**config.mk**
```make
export PLATFORM = sky130hd
export DESIGN_NAME = apb_master_arbiter_m2
export DESIGN_NICKNAME = d
export VERILOG_FILES = /design/src/rtl/apb_master_arbiter_m2_pkg.sv /design/src/rtl/apb_master_arbiter_m2_addr_decoder4.sv /design/src/rtl/apb_master_arbiter_m2.sv
export SDC_FILE = /design/constraint.sdc
export NUM_CORES = 1
export LEC_CHECK = 0
export ABC_CLOCK_PERIOD_IN_PS = 10850
export CORE_MARGIN = 2
export CORE_UTILIZATION = 30
export CTS_BUF_LIST = sky130_fd_sc_hd__clkbuf_8
export DETAILED_ROUTE_END_ITERATION = 7
export PLACE_DENSITY = 0.68
export REMOVE_ABC_BUFFERS = 1
export SYNTH_ARGS = -nofsm -noshare
export SYNTH_HDL_FRONTEND = slang
export SYNTH_SLANG_ARGS = --single-unit
```
**constraint.sdc**
```tcl
create_clock -name PCLK -period 10.85 [get_ports PCLK]
set_input_delay 2.17 -clock PCLK [delete_from_list [all_inputs] [get_ports PCLK]]
set_output_delay 2.17 -clock PCLK [all_outputs]
set_load 0.02 [all_outputs]
```
**src/rtl/apb_master_arbiter_m2_pkg.sv**
```systemverilog
// Shared types for the two-master APB arbiter: FSM states,
// grant encoding and response codes.
package apb_master_arbiter_m2_pkg;

    typedef enum logic [1:0] {
        ST_IDLE,
        ST_SETUP,
        ST_ACCESS,
        ST_DONE
    } state_e;

    typedef enum logic {
        GNT_M0 = 1'b0,
        GNT_M1 = 1'b1
    } grant_e;

    typedef enum logic [1:0] {
        RESP_OKAY,
        RESP_SLVERR,
        RESP_DECERR,
        RESP_TIMEOUT
    } resp_e;

    function automatic logic is_err(input resp_e resp);
        return resp != RESP_OKAY;
    endfunction

endpackage

```
**src/rtl/apb_master_arbiter_m2_addr_decoder4.sv**
```systemverilog
// Four-window APB address decoder: base/length match, lowest
// index wins. Purely combinational.
module apb_addr_decoder4 #(
    parameter int              AW    = 32,
    parameter logic [AW-1:0]   BASE0 = 'h0000_0000,
    parameter logic [AW-1:0]   BASE1 = 'h0001_0000,
    parameter logic [AW-1:0]   BASE2 = 'h0002_0000,
    parameter logic [AW-1:0]   BASE3 = 'h0003_0000,
    parameter int              PLEN0 = 16,
    parameter int              PLEN1 = 16,
    parameter int              PLEN2 = 16,
    parameter int              PLEN3 = 16
) (
    input  logic [AW-1:0] addr,
    output logic          hit,
    output logic [1:0]    idx
);

    localparam logic [AW-1:0] ONE   = 1;
    localparam logic [AW-1:0] MASK0 = ~((ONE << PLEN0) - ONE);
    localparam logic [AW-1:0] MASK1 = ~((ONE << PLEN1) - ONE);
    localparam logic [AW-1:0] MASK2 = ~((ONE << PLEN2) - ONE);
    localparam logic [AW-1:0] MASK3 = ~((ONE << PLEN3) - ONE);

    logic [3:0] match;

    assign match[0] = (addr & MASK0) == BASE0;
    assign match[1] = (addr & MASK1) == BASE1;
    assign match[2] = (addr & MASK2) == BASE2;
    assign match[3] = (addr & MASK3) == BASE3;
    assign hit      = |match;

    always_comb begin
        idx = 2'd0;
        priority case (1'b1)
            match[0]: idx = 2'd0;
            match[1]: idx = 2'd1;
            match[2]: idx = 2'd2;
            match[3]: idx = 2'd3;
            default:  idx = 2'd0;
        endcase
    end

endmodule

```
**src/rtl/apb_master_arbiter_m2.sv**
```systemverilog
// Round-robin sharing of one APB master port between two
// request/done command masters, with optional PREADY timeout.
module apb_master_arbiter_m2
    import apb_master_arbiter_m2_pkg::*;
#(
    parameter int                     WIDTH_PAD     = 32,
    parameter int                     WIDTH_PDA     = 32,
    parameter logic [WIDTH_PAD-1:0]   ADDR_PBASE0   = 'h0000_0000,
    parameter logic [WIDTH_PAD-1:0]   ADDR_PBASE1   = 'h0001_0000,
    parameter logic [WIDTH_PAD-1:0]   ADDR_PBASE2   = 'h0002_0000,
    parameter logic [WIDTH_PAD-1:0]   ADDR_PBASE3   = 'h0003_0000,
    parameter int                     ADDR_PLENGTH0 = 16,
    parameter int                     ADDR_PLENGTH1 = 16,
    parameter int                     ADDR_PLENGTH2 = 16,
    parameter int                     ADDR_PLENGTH3 = 16,
    parameter int                     TIMEOUT       = 256,
    localparam int                    WIDTH_PDS     = WIDTH_PDA / 8
) (
    input  logic                 PCLK,
    input  logic                 PRESET,
    input  logic                 M0_REQ,
    input  logic [WIDTH_PAD-1:0] M0_ADDR,
    input  logic                 M0_WRITE,
    input  logic [WIDTH_PDA-1:0] M0_WDATA,
    input  logic [WIDTH_PDS-1:0] M0_STRB,
    output logic                 M0_DONE,
    output logic [WIDTH_PDA-1:0] M0_RDATA,
    output logic                 M0_ERR,
    input  logic                 M1_REQ,
    input  logic [WIDTH_PAD-1:0] M1_ADDR,
    input  logic                 M1_WRITE,
    input  logic [WIDTH_PDA-1:0] M1_WDATA,
    input  logic [WIDTH_PDS-1:0] M1_STRB,
    output logic                 M1_DONE,
    output logic [WIDTH_PDA-1:0] M1_RDATA,
    output logic                 M1_ERR,
    output logic [WIDTH_PAD-1:0] S_PADDR,
    output logic                 S_PWRITE,
    output logic [WIDTH_PDA-1:0] S_PWDATA,
    output logic [WIDTH_PDS-1:0] S_PSTRB,
    output logic                 S_PENABLE,
    output logic                 S0_PSEL,
    output logic                 S1_PSEL,
    output logic                 S2_PSEL,
    output logic                 S3_PSEL,
    input  logic [WIDTH_PDA-1:0] S0_PRDATA,
    input  logic [WIDTH_PDA-1:0] S1_PRDATA,
    input  logic [WIDTH_PDA-1:0] S2_PRDATA,
    input  logic [WIDTH_PDA-1:0] S3_PRDATA,
    input  logic                 S0_PREADY,
    input  logic                 S1_PREADY,
    input  logic                 S2_PREADY,
    input  logic                 S3_PREADY,
    input  logic                 S0_PSLVERR,
    input  logic                 S1_PSLVERR,
    input  logic                 S2_PSLVERR,
    input  logic                 S3_PSLVERR
);

    localparam int CW = (TIMEOUT > 1) ? $clog2(TIMEOUT + 1) : 1;

    state_e               state_q, state_d;
    grant_e               gnt_q, gnt_d, last_q, last_d, sel;
    logic [WIDTH_PAD-1:0] addr_q, addr_d, sel_addr;
    logic                 write_q, write_d;
    logic [WIDTH_PDA-1:0] wdata_q, wdata_d;
    logic [WIDTH_PDS-1:0] strb_q, strb_d;
    logic [1:0]           idx_q, idx_d, dec_idx;
    logic [CW-1:0]        cnt_q, cnt_d;
    logic [WIDTH_PDA-1:0] rdata0_q, rdata0_d, rdata1_q, rdata1_d;
    logic                 err0_q, err0_d, err1_q, err1_d;
    logic                 dec_hit, tmo, bus_sel;
    logic                 rsp_ready, rsp_err;
    logic [WIDTH_PDA-1:0] rsp_data, fin_data;
    logic                 fin;
    resp_e                fin_resp;

    always_comb begin
        if (M0_REQ && M1_REQ)
            sel = (last_q == GNT_M0) ? GNT_M1 : GNT_M0;
        else
            sel = M1_REQ ? GNT_M1 : GNT_M0;
    end

    assign sel_addr = (sel == GNT_M1) ? M1_ADDR : M0_ADDR;

    apb_addr_decoder4 #(
        .AW    (WIDTH_PAD),
        .BASE0 (ADDR_PBASE0),
        .BASE1 (ADDR_PBASE1),
        .BASE2 (ADDR_PBASE2),
        .BASE3 (ADDR_PBASE3),
        .PLEN0 (ADDR_PLENGTH0),
        .PLEN1 (ADDR_PLENGTH1),
        .PLEN2 (ADDR_PLENGTH2),
        .PLEN3 (ADDR_PLENGTH3)
    ) u_dec (
        .addr (sel_addr),
        .hit  (dec_hit),
        .idx  (dec_idx)
    );

    // Only the selected slave's response is ever looked at.
    always_comb begin
        unique case (idx_q)
            2'd0: begin
                rsp_ready = S0_PREADY;
                rsp_err   = S0_PSLVERR;
                rsp_data  = S0_PRDATA;
            end
            2'd1: begin
                rsp_ready = S1_PREADY;
                rsp_err   = S1_PSLVERR;
                rsp_data  = S1_PRDATA;
            end
            2'd2: begin
                rsp_ready = S2_PREADY;
                rsp_err   = S2_PSLVERR;
                rsp_data  = S2_PRDATA;
            end
            default: begin
                rsp_ready = S3_PREADY;
                rsp_err   = S3_PSLVERR;
                rsp_data  = S3_PRDATA;
            end
        endcase
    end

    assign tmo = (TIMEOUT != 0) && (cnt_q == CW'(TIMEOUT));

    always_comb begin
        state_d  = state_q;
        gnt_d    = gnt_q;
        last_d   = last_q;
        addr_d   = addr_q;
        write_d  = write_q;
        wdata_d  = wdata_q;
        strb_d   = strb_q;
        idx_d    = idx_q;
        cnt_d    = cnt_q;
        rdata0_d = rdata0_q;
        rdata1_d = rdata1_q;
        err0_d   = err0_q;
        err1_d   = err1_q;
        fin      = 1'b0;
        fin_resp = RESP_OKAY;
        fin_data = '0;
        unique case (state_q)
            ST_IDLE: begin
                if (M0_REQ || M1_REQ) begin
                    gnt_d   = sel;
                    addr_d  = sel_addr;
                    write_d = (sel == GNT_M1) ? M1_WRITE : M0_WRITE;
                    wdata_d = (sel == GNT_M1) ? M1_WDATA : M0_WDATA;
                    strb_d  = (sel == GNT_M1) ? M1_STRB : M0_STRB;
                    idx_d   = dec_idx;
                    cnt_d   = '0;
                    if (dec_hit) begin
                        state_d = ST_SETUP;
                    end else begin
                        state_d  = ST_DONE;
                        fin      = 1'b1;
                        fin_resp = RESP_DECERR;
                    end
                end
            end
            ST_SETUP: state_d = ST_ACCESS;
            ST_ACCESS: begin
                if (tmo) begin
                    state_d  = ST_DONE;
                    fin      = 1'b1;
                    fin_resp = RESP_TIMEOUT;
                end else if (rsp_ready) begin
                    state_d  = ST_DONE;
                    fin      = 1'b1;
                    fin_resp = rsp_err ? RESP_SLVERR : RESP_OKAY;
                    fin_data = write_q ? '0 : rsp_data;
                end else if (TIMEOUT != 0) begin
                    cnt_d = cnt_q + CW'(1);
                end
            end
            default: begin
                last_d  = gnt_q;
                state_d = ST_IDLE;
            end
        endcase
        // Results land in the per-master holding registers on entry to DONE.
        if (fin) begin
            if (gnt_d == GNT_M0) begin
                rdata0_d = fin_data;
                err0_d   = is_err(fin_resp);
            end else begin
                rdata1_d = fin_data;
                err1_d   = is_err(fin_resp);
            end
        end
    end

    always_ff @(posedge PCLK or posedge PRESET) begin
        if (PRESET) begin
            state_q  <= ST_IDLE;
            gnt_q    <= GNT_M0;
            last_q   <= GNT_M1;
            addr_q   <= '0;
            write_q  <= 1'b0;
            wdata_q  <= '0;
            strb_q   <= '0;
            idx_q    <= '0;
            cnt_q    <= '0;
            rdata0_q <= '0;
            rdata1_q <= '0;
            err0_q   <= 1'b0;
            err1_q   <= 1'b0;
        end else begin
            state_q  <= state_d;
            gnt_q    <= gnt_d;
            last_q   <= last_d;
            addr_q   <= addr_d;
            write_q  <= write_d;
            wdata_q  <= wdata_d;
            strb_q   <= strb_d;
            idx_q    <= idx_d;
            cnt_q    <= cnt_d;
            rdata0_q <= rdata0_d;
            rdata1_q <= rdata1_d;
            err0_q   <= err0_d;
            err1_q   <= err1_d;
        end
    end

    assign bus_sel   = (state_q == ST_SETUP) ||
                       ((state_q == ST_ACCESS) && !tmo);
    assign S_PENABLE = (state_q == ST_ACCESS) && !tmo;
    assign S0_PSEL   = bus_sel && (idx_q == 2'd0);
    assign S1_PSEL   = bus_sel && (idx_q == 2'd1);
    assign S2_PSEL   = bus_sel && (idx_q == 2'd2);
    assign S3_PSEL   = bus_sel && (idx_q == 2'd3);
    assign S_PADDR   = addr_q;
    assign S_PWRITE  = write_q;
    assign S_PWDATA  = wdata_q;
    assign S_PSTRB   = write_q ? strb_q : '0;

    assign M0_DONE   = (state_q == ST_DONE) && (gnt_q == GNT_M0);
    assign M1_DONE   = (state_q == ST_DONE) && (gnt_q == GNT_M1);
    assign M0_RDATA  = rdata0_q;
    assign M1_RDATA  = rdata1_q;
    assign M0_ERR    = err0_q;
    assign M1_ERR    = err1_q;

endmodule
```
Word level (Yosys, flattened, before mapping):

Index checks and enable logic that the tools add are counted.

* latch bits: 0
* RAM bits: 0
* bits of input ports: 278
* output and inout bits: 142
* memories kept: 0
* register bits: 150
* word-level logic and storage cells: 94
* ROM bits: 0

* multipliers: 0
* eq/ne operators: 14
* multiplexer cells: 41
* order comparisons: 0
* shift-type cells: 0
* reductions and logical operators: 23
* divide/modulo/power cells: 0
* $add $sub $neg: 1
* bitwise gates (word level): 2

Operators with widths (number)
* $mux 32: 6
* $pmux 32 s3: 1
* $eq 16x2->1 const B: 2
* $logic_not 32->1: 1
* $mux 9: 3
* $mux 2: 11
* $pmux 9 s2: 1
* $eq 16x1->1 const B: 1
* $mux 1: 12
* $add 9x1->9 const B: 1
* $eq 9x9->1 const B: 1
* $eq 2x2->1 const B: 4
* $logic_and 1x1->1: 8
* $mux 4: 2
* $reduce_and 2->1: 4
* $ne 2x2->1 const B: 3
* $pmux 1 s3: 2
* $pmux 2 s3: 1
* $eq 2x1->1 const B: 2
* $logic_not 2->1: 2
* $pmux 2 s2: 1
* $reduce_and 4->1: 1
* $reduce_bool 2->1: 2
* $reduce_or 4->1: 1
* other kinds (6): 8

Logic depth before layout (Yosys ltp):

* depth after elaboration: 9
* mapped depth: 10
* mapped depth without buffers: 7

By module:

Synthesis repeated with hierarchy kept, for this count alone.

* cell total of the unflattened synthesis: 585
* area total of the unflattened synthesis: 7728.7 sq um

Modules (own cells, without submodules)
* apb_master_arbiter_m2: instances 1, cells each 576, area each 7649.8 sq um, seq. area each 3754.9 sq um
* apb_addr_decoder4: instances 1, cells each 9, area each 78.8 sq um, seq. area each 0.0 sq um

Worst setup path after synthesis:

No wires, ideal clock.

* path kind: register to output
* from: register state_q[0]
* to: output port S0_PSEL
* required time: 8680 ps
* buffers on the path: 1
* cell stages (with the launch flop): 7
* path slack: 6295 ps
* arrival: 2385 ps
* cell sequence: dfrtp_1 inv_1 ha_1 clkbuf_1 a21boi_0 or2_2 nor3b_1

* longest elaborated chain between the ends: 4
* elaborated cells on any way between the ends: 5
* those cells by class: eq/ne (2); reduce/logical (3)

RTL lines
* start: declaration: RTL line apb_master_arbiter_m2.sv:62 `state_e state_q, state_d;`
* start signal: assignment: RTL line apb_master_arbiter_m2.sv:215 `state_q <= state_d;`
* $eq 2x2->1
* $logic_and 1x1->1
* net S_PENABLE: RTL line apb_master_arbiter_m2.sv:41 `output logic S_PENABLE,`
* $logic_or 1x1->1: RTL line apb_master_arbiter_m2.sv:231 `assign bus_sel = (state_q == ST_SETUP) ||`
* $logic_and 1x1->1: RTL line apb_master_arbiter_m2.sv:234 `assign S0_PSEL = bus_sel && (idx_q == 2'd0);`
* end: declaration: RTL line apb_master_arbiter_m2.sv:42 `output logic S0_PSEL,`

The timed path passes the listed nets, and every way through them passes these cells.

Worst setup path after layout:

* from: register state_q[0]
* to: output port S0_PSEL

* longest elaborated chain between the ends: 4
* elaborated cells on any way between the ends: 5
* those cells by class: eq/ne (2); reduce/logical (3)

RTL lines
* $eq 2x2->1: RTL line apb_master_arbiter_m2.sv:232 `((state_q == ST_ACCESS) && !tmo);`
* $logic_and 1x1->1: RTL line apb_master_arbiter_m2.sv:232
* $logic_or 1x1->1 *: RTL line apb_master_arbiter_m2.sv:231
* $logic_and 1x1->1 *: RTL line apb_master_arbiter_m2.sv:234

Mark *: on every way between the ends. The rest lies on a longest branch, timed or not.

==> out/qor.csv <==
metric,value,unit
status,"finished, final reports clean",
first_pass_iters,4,
die_w,164,um
area_growth,63.2,%
cp_top_family,buffers and inverters,
finalCritPeriodShare,48.4,%
antenna_found_initial,2,
cts_buffers,17,
critical_path_buf_inv_count,2,
wl_per_cell,18.5,um
synthArstFlopShare,100,%
p_leak,5.27,nW
start_util,30.5,%
synth_cells,643,
synth_ff_type,dfrtp_1,
synth_edf_count,0,
slew_violations,0,
die_area,0.0269,mm2
slew_headroom,27.3,%
cts_setup_buffers,0,
grt.total_usage,18.7,%
drt_wl_total,25600,um
switching_share,39.6,%
synth.distinct_cells,41,
drc,0,
cp_max_fo,17,
cp_slowest_cell,clkdlybuf4s50_1,
rows,58,
ir_drop,0.0000861,V
fin_crit,5.25,ns
grt_pass1_vias,6717,
syn_area,0.00768,mm2
cts_sinks,150,
grt_pass1_wl,37600,um
postRouteAntennaNets,0,
pwr-share-seq,33.4,%
crit_type,flop to output port,
dpl.hpwl,20200,um
hold_viol,0,
p_int,1.65,mW
cp-end-kind,output port,
ctsResizeCount,0,
cts_hold_buf,0,
ys_warn_count,0,
cts_tree,done,
final_nets,1328,
root_buffer,clkbuf_8,
overflow,0,
cp.arrival,3.08,ns
die_h,164,um
dpl_worst_slack,5.50,ns
p_switching,1.08,mW
setup_viol,0,
dr.first_iter.drc_count,241,
holdWs,0.484,ns
nFillCells,2306,
route.vias.total,6505,
timing.fmax,0.190,GHz
drive_above_1_share,12.2,%
yosysSeqAreaShare,48.9,%
final_common_cell,clkdlybuf4s50_1,
worst_setup_path_start_kind,flop,
clock_path_buffers,2,
p_clk_share,15.1,%
ys_ff_latch,150,
worst_path_largest_cell_delay,0.64,ns
fin_tns_setup,0,ns
worstPathRequired,8.68,ns
grt_max_degree,92,
cp_cell_sequence,inv_1 -> ha_1 -> a21boi_0 -> or2_2 -> nor3b_1 -> clkdlybuf4s50_1,
ios,420,
path_clk_slew,0.08,ns
power_density,218,mW/mm2
tightest_slew,1.09,ns
core,0.0252,mm2
portBuffers,419,
final_cell_mix,"clkdlybuf4s50_1 (419), dfrtp_1 (147), nand2_1 (81), o21ai_0 (72), mux2i_1 (69)",
htree_levels,4,
power.combinational.fraction,51.5,%
maxCapViolCount,0,
layout_setup_ws,5.60,ns
rsz0062_at_grt,no,
min_path_type,flop to flop,
viasPerCell,4.69,
clkLatencyLatePin,0.44,ns
syn_area_per_cell,11.9,um2
finClkSkew,0.0128,ns
gp_congestion,0.843,
final_core_util,49.8,%
## through the flow
step / total power, mW / cell area, um2 / std cells
final: 2.74 / 12500 / 1387
after global routing: 2.91 / 12500 / 1387
after CTS: 2.78 / 12500 / 1386
after detailed placement: 2.36 / 12200 / 1354
after global placement: 2.33 / 12200 / 1354
after floorplan: 1.67 / 7460 / 598
## tightest hold or removal path: cells and delay by family, from the launching register on
kind	cells	cell delay (ns)
AO/OA/AOI/OAI	1	0.06
flip-flops	1	0.35
AND/OR/NAND/NOR	1	0.04
## sequential cells by signal, indices dropped and copies added (netlist names)
register / flops
M0_ERR: 1
M0_RDATA: 32
M1_ERR: 1
M1_RDATA: 32
S_PADDR: 32
S_PWDATA: 32
S_PWRITE: 1
cnt_q: 9
gnt_q: 1
idx_q: 2
last_q: 1
state_q: 2
strb_q: 4
## cell type report
cell class | instances | area (um2) | share of cell area [%]
multi-input cells | 439 | 3700 | 29.5
clock inverters | 14 | 126 | 1.01
flip-flops and latches | 150 | 3760 | 30.0
clock buffers | 18 | 248 | 1.98
well taps | 330 | 413 | 3.29
inverters | 9 | 38.8 | 0.309
diodes | 1 | 2.50 | 0.0200
repair buffers | 426 | 4250 | 33.9
## logic make-up (layout without fill, tap and decap cells)
group / after synthesis / after routing / share of synthesized area (%)
compound gates: 96 / 96 / 7.14
xor+xnor: 7 / 7 / 0.798
fa+ha+maj: 7 / 7 / 1.14
buf+inv: 54 / 467 / 3.29
flops: 150 / 150 / 48.9
mux: 169 / 169 / 28.6
other cells: 0 / 1 / 0
simple gates: 160 / 160 / 10.1
## worst paths after layout
check                                    startpoint                  endpoint  slack (ns)  cells after the start
setup / recovery             state_q[0]$_DFFE_PP0P_                   S0_PSEL        5.60                      6
hold / removal             S_PWDATA[14]$_DFFE_PP0P_  S_PWDATA[14]$_DFFE_PP0P_        0.48                      2
setup reg to reg               idx_q[1]$_DFFE_PP0P_   M1_RDATA[5]$_DFFE_PP0P_        7.58                      5
hold reg to reg            S_PWDATA[14]$_DFFE_PP0P_  S_PWDATA[14]$_DFFE_PP0P_        0.48                      2
max in group asynchronous                    PRESET      idx_q[1]$_DFFE_PP0P_        7.28                      3
min in group asynchronous                    PRESET  M1_RDATA[27]$_DFFE_PP0P_        2.26                      2
## cell usage after synthesis, types with 2 or more instances
library cell | number | area share [%]
dfrtp_1 | 149 | 49
nand2_1 | 81 | 4.0
o21ai_0 | 72 | 4.7
mux2i_1 | 69 | 9.0
mux2_2 | 45 | 6.6
mux4_2 | 34 | 10
clkbuf_1 | 25 | 1.2
nor2b_1 | 24 | 2.0
mux2_1 | 21 | 3.1
nor2_1 | 15 | 0.73
buf_2 | 13 | 0.85
and2b_1 | 9 | 0.88
inv_1 | 9 | 0.44
ha_1 | 7 | 1.1
xnor2_1 | 7 | 0.80
nand3_1 | 6 | 0.39
nor4_1 | 6 | 0.49
a211oi_1 | 5 | 0.49
and2_1 | 5 | 0.41
a21oi_1 | 4 | 0.26
buf_6 | 4 | 0.59
nand4_1 | 4 | 0.33
o31ai_1 | 4 | 0.39
and3_1 | 3 | 0.24
a2111oi_2 | 2 | 0.39
a21boi_0 | 2 | 0.20
buf_1 | 2 | 0.098
nand3b_1 | 2 | 0.20
nor4b_1 | 2 | 0.23
## layer usage
layer,global-route usage (%),wire (um)
met3,5.98,2290
met2,33.4,12800
met5,0,13
met1,20.8,9850
met4,6.66,614
## power groups by stage
stage / registers, mW / clock network [mW] / logic, mW
after floorplan: 1.16 / 0 / 0.509
after global placement: 0.918 / 0 / 1.41
after detailed placement: 0.926 / 0 / 1.43
after CTS: 0.917 / 0.431 / 1.43
after global routing: 0.946 / 0.454 / 1.51
final: 0.915 / 0.413 / 1.41
No activity file was read; power rests on OpenSTA's default activity.
